$ cat src/rtl/uart_rx_axis_fifo.sv
// UART receive buffer: absorbs the receiver's unthrottled word stream
// and re-presents it as an AXI-stream master with overflow tracking.
module uart_rx_axis_fifo #(
  parameter int DEPTH           = 16,
  parameter int DATA_WIDTH      = 8,
  parameter bit DROP_PARITY_ERR = 1'b0
) (
  input  logic                    aclk,
  input  logic                    areset,
  input  logic [DATA_WIDTH-1:0]   s_tdata,
  input  logic                    s_tuser,
  input  logic                    s_tvalid,
  output logic [DATA_WIDTH-1:0]   m_tdata,
  output logic                    m_tuser,
  output logic                    m_tvalid,
  input  logic                    m_tready,
  output logic [$clog2(DEPTH):0]  fill_level,
  output logic                    overflow,
  output logic [15:0]             ovf_count,
  input  logic                    clear_ovf
);

  localparam int AW = $clog2(DEPTH);
  localparam logic [AW:0] ONE = {{AW{1'b0}}, 1'b1};
  localparam logic [AW:0] FULL_LVL = (AW+1)'(DEPTH);

  typedef enum logic [1:0] {
    EMPTY,
    HAS_DATA,
    FULL
  } state_t;

  state_t state_q, state_d;

  logic [DATA_WIDTH:0] mem [DEPTH];
  logic [AW:0] wr_ptr, rd_ptr;
  logic [AW:0] wr_ptr_d, rd_ptr_d;
  logic [AW:0] fill_d;
  logic [DATA_WIDTH:0] head_d;
  logic wr_req, is_full, rd, wr, loss;

  assign wr_req  = s_tvalid & ~(DROP_PARITY_ERR & s_tuser);
  assign is_full = (wr_ptr[AW] != rd_ptr[AW])
                && (wr_ptr[AW-1:0] == rd_ptr[AW-1:0]);
  assign rd   = m_tvalid & m_tready;
  assign wr   = wr_req & (~is_full | rd);
  assign loss = wr_req & is_full & ~rd;

  assign rd_ptr_d = rd_ptr + {{AW{1'b0}}, rd};
  assign wr_ptr_d = wr_ptr + {{AW{1'b0}}, wr};
  assign m_tvalid = (state_q != EMPTY);

  // Next fill level and the word that will sit at the head next cycle;
  // a word written into an otherwise-empty FIFO bypasses the array.
  always_comb begin
    fill_d = fill_level;
    if (wr && !rd)
      fill_d = fill_level + ONE;
    else if (rd && !wr)
      fill_d = fill_level - ONE;
    head_d = mem[rd_ptr_d[AW-1:0]];
    if (rd_ptr_d == wr_ptr)
      head_d = {s_tuser, s_tdata};
  end

  // Occupancy state follows the fill changes.
  always_comb begin
    state_d = state_q;
    unique case (state_q)
      EMPTY: begin
        if (wr)
          state_d = HAS_DATA;
      end
      HAS_DATA: begin
        if (fill_d == '0)
          state_d = EMPTY;
        else if (fill_d == FULL_LVL)
          state_d = FULL;
      end
      FULL: begin
        if (rd && !wr)
          state_d = HAS_DATA;
      end
      default: state_d = EMPTY;
    endcase
  end

  // Pointers, fill level and state register.
  always_ff @(posedge aclk) begin
    if (areset) begin
      wr_ptr     <= '0;
      rd_ptr     <= '0;
      fill_level <= '0;
      state_q    <= EMPTY;
    end else begin
      wr_ptr     <= wr_ptr_d;
      rd_ptr     <= rd_ptr_d;
      fill_level <= fill_d;
      state_q    <= state_d;
    end
  end

  // Registered output stage, reloaded whenever a head word exists.
  always_ff @(posedge aclk) begin
    if (areset) begin
      m_tdata <= '0;
      m_tuser <= 1'b0;
    end else if (fill_d != '0) begin
      {m_tuser, m_tdata} <= head_d;
    end
  end

  // Storage array; contents are don't-care until a pointer covers them.
  always_ff @(posedge aclk) begin
    if (wr)
      mem[wr_ptr[AW-1:0]] <= {s_tuser, s_tdata};
  end

  // Sticky overflow flag and saturating loss counter; clear wins.
  always_ff @(posedge aclk) begin
    if (areset || clear_ovf) begin
      overflow  <= 1'b0;
      ovf_count <= '0;
    end else if (loss) begin
      overflow <= 1'b1;
      if (ovf_count != 16'hFFFF)
        ovf_count <= ovf_count + 16'd1;
    end
  end

endmodule

$ cat config.mk
export PLATFORM = sky130hd
export DESIGN_NAME = uart_rx_axis_fifo
export DESIGN_NICKNAME = d
export VERILOG_FILES = /design/src/rtl/uart_rx_axis_fifo.sv
export SDC_FILE = /design/constraint.sdc
export NUM_CORES = 1
export LEC_CHECK = 0
export BUFFER_PORTS_ARGS = -buffer_cell sky130_fd_sc_hd__buf_2
export CAP_MARGIN = 10
export CORE_MARGIN = 2
export CORE_UTILIZATION = 40
export DETAILED_ROUTE_END_ITERATION = 10
export PLACE_DENSITY = 0.58
export SLEW_MARGIN = 20
export SYNTH_ARGS = -nofsm -noshare
export SYNTH_HDL_FRONTEND = slang
export SYNTH_SLANG_ARGS = --single-unit
$ cat constraint.sdc
create_clock -name aclk -period 4.1 [get_ports aclk]
set_input_delay 0.82 -clock aclk [delete_from_list [all_inputs] [get_ports aclk]]
set_output_delay 0.82 -clock aclk [all_outputs]
set_load 0.05 [all_outputs]
==> reports/qor.csv <==
stage,metric,value,unit
outcome,status,completed,
job,max-cap violations,0,
sta,RSZ-0062 raised after global routing,no,
synthesis,Synth Net Count,543,
worst_setup_path,Worst R2R End,m_tdata[7],
floorplanning,row cnt,51,
floorplanning,I/O pin count,46,
power_and_ir_drop,total power,4.41,mW
sta,setup_tns,0,ns
cts,Root Buffer,clkbuf_16,
synthesis,sequential-to-total area share from yosys stat,65.3,%
power_and_ir_drop,pwr/cell area,485,mW/mm^2
worst_setup_path,crit path to,m_tdata[7],
sta,hold_ws,0.470,ns
routing,M1 wire length,7690,um
cts,CTS sink count,187,
worst_setup_path,worst reg2reg path startpoint,state_q[0],
floorplanning,die area,0.0210,mm^2
worst_setup_path,worst setup path startpoint,state_q[0],
place,hpwl dp,11400,um
floorplanning,Die Y-Extent,145,um
routing,remaining routing DRC violations,0,
cts,CTS buffer count,17,
cts,CTS max path bufs,2,
routing,via count,4540,
final_layout,"most common cell after layout, fill and taps aside",edfxtp_1,
routing,wire length on met3,924,um
floorplanning,Initial Utilization,40.8,%
global_routing,first-pass GRT wire length,27100,um
synthesis,"Distinct cells, synth",56,
routing,DRT iter0 DRCs,337,
cts,setup bufs post-CTS,0,
routing,routed wl met2,8530,um
routing,Post-Route WL,17300,um
sta,setup ws final,1.04,ns
cts,CTS tree,done,
routing,routed len/inst,20.2,um
routing,"antenna viol nets, final",0,
worst_setup_path,crit path launch type,register,
routing,total iterations of the first detailed-routing run,4,
sta,actual slew at the worst max-slew pin,1.05,ns
cts,Resized Gates After CTS,0,
final_layout,most frequent cells in the layout,"edfxtp_1, nor2_1, buf_2",
sta,Fmax,326,MHz
place,Placer Congestion,0.858,
power_and_ir_drop,Leak,3.07,nW
synthesis,"top cells by area, synth","edfxtp_1, dfxtp_1, mux4_2",
sta,min Tclk post-route,3.06,ns
global_routing,GRT Residual Overflow,0,
worst_setup_path,Crit. End Element,register,
synthesis,Synth async-reset ratio,0,%
floorplanning,Die Wd,145,um
global_routing,initial antenna violation count,0,
global_routing,largest net degree at the start of global routing,29,
routing,Vias/cell,5.29,
worst_setup_path,Crit Path Category,register to register,
final_layout,Antenna Cells,0,
sta,Finish-stage setup viols,0,
synthesis,post-synth top area cell,edfxtp_1,
place,DP Cell Count,826,
worst_setup_path,maximum net fanout on the critical path,15,
final_layout,Nets,601,
worst_setup_path,worst path arrival time,3.34,ns
cts,Hold Buf Count CTS,0,
final_layout,share of cells above drive strength 1,26.8,%
synthesis,Post-Synthesis Mean Instance Area,15.2,um^2
sta,Slew Limit Headroom,29.6,%
synthesis,"EDFF count, synth",144,
synthesis,mapped cell area,0.00794,mm^2
worst_setup_path,"reg-to-reg slack, setup",1.04,ns
final_layout,Syn-to-layout area delta,14.5,%
synthesis,Yosys reg bits,187,
floorplanning,Core ar.,0.0195,mm^2
final_layout,"Cell Count, Final, Fillers Out",858,
sta,final period utilization,74.7,%
place,Post-Place Setup Slack,0.626,ns
sta,post-route clock skew,0.0115,ns
synthesis,Most used DFF post-synth,edfxtp_1,
synthesis,Synth Instances,522,
worst_setup_path,FF-to-FF path depth,11,
global_routing,Tot GR Track Use,17.9,%
sta,Slew Limit Fails,0,
sta,Fin. Hold Viols,0,
routing,top sig layer,met4,
synthesis,top cell type's share of synthesized area,54.5,%
synthesis,Syn. warnings,0,
cts,H-Tree Depth,4,
worst_setup_path,data required time of the critical path,4.38,ns
cts,Clock Latency Late Sink,0.43,ns
hold_path,HP Class,register to register,
power_and_ir_drop,Worst IR Drop VDD,339,uV
place,Buffers on Ports,45,
global_routing,vias in the first global route,4610,
cts,Clock Pin Slew Worst Setup and Hold Paths,0.07,ns
## state kept, by name, indices dropped and copies added (netlist names)
| register | flops |
|---|---|
| overflow | 1 |
| ovf_count | 16 |
| m_tuser | 1 |
| rd_ptr | 5 |
| fill_level | 5 |
| wr_ptr | 5 |
| m_tdata | 8 |
| mem | 144 |
| state_q | 2 |
## stage by stage
stage	util (%)	area, um^2
after floorplan	-	7940
after detailed placement	43.8	8520
final	46.7	9090
after CTS	46.7	9090
after global placement	43.8	8520
after global routing	46.7	9090
## synth_stat cells, types with 5 or more instances
library cell  instances
dfxtp_1              43
buf_2                 5
and2_1                9
a311oi_1             11
buf_6                 5
xor2_1               17
nand4_1               5
edfxtp_1            144
xnor2_1               9
clkbuf_1             13
a211oi_1             12
o21ai_0              10
a221oi_2              9
or3_1                 6
nand2_1              31
nor2b_1               5
and3_1                5
a21oi_1              18
ha_1                  7
inv_1                 8
mux4_2               36
nor2_1               53
nand3_1               9
nor3_1                7
## metal layers
layer / vias up / GRT usage [%]
li1: 2140 / -
met1: 2291 / 24.4
met2: 99 / 28.8
met3: 10 / 4.38
met4: 0 / 5.11
met5: - / 0
## power breakdown
part           switching (mW)  leakage [nW]  total (mW)  internal, mW
Combinational           0.431          1.14       0.700         0.269
Sequential             0.0440          1.65        2.14          2.09
Clock                   0.749         0.273        1.57         0.824
## how the worst min path moves through the flow
stage | startpoint | endpoint | slack, ns | cells after the start
finish | overflow | overflow | 0.47 | 2
global route | overflow | overflow | 0.49 | 2
CTS | overflow | overflow | 0.48 | 2
detailed placement | overflow | overflow | 0.46 | 2
global placement | overflow | overflow | 0.45 | 2
floorplan | wr_ptr[4] | wr_ptr[4] | 0.54 | 2
## layout make-up
cell class | count | area [um^2]
Fill cell | 1687 | 10400
Sequential cell | 187 | 5180
Multi-Input combinational cell | 297 | 2560
Clock buffer | 20 | 447
Timing Repair Buffer | 68 | 410
Tap cell | 265 | 332
Clock inverter | 12 | 120
Inverter | 9 | 33.8
## critical path, stage by stage (launching register included)
cell and delay (ns):
dfxtp_1 0.38, o21ai_4 0.26, inv_2 0.14, ha_2 0.20
ha_1 0.47, buf_4 0.33, mux4_2 0.32, and2_1 0.18
a211oi_1 0.27, a311oi_1 0.08, a21oi_1 0.18, a221oi_2 0.09
## cells by family after synthesis
kind of cell / count (synthesis) / synth area share (%)
flops: 187 / 65.3
simple gates: 148 / 9.28
compound gates: 76 / 8.01
buf+inv: 38 / 2.46
mux: 37 / 10.3
xor+xnor: 29 / 3.48
fa+ha+maj: 7 / 1.10
Power figures use the tool's default switching activity.
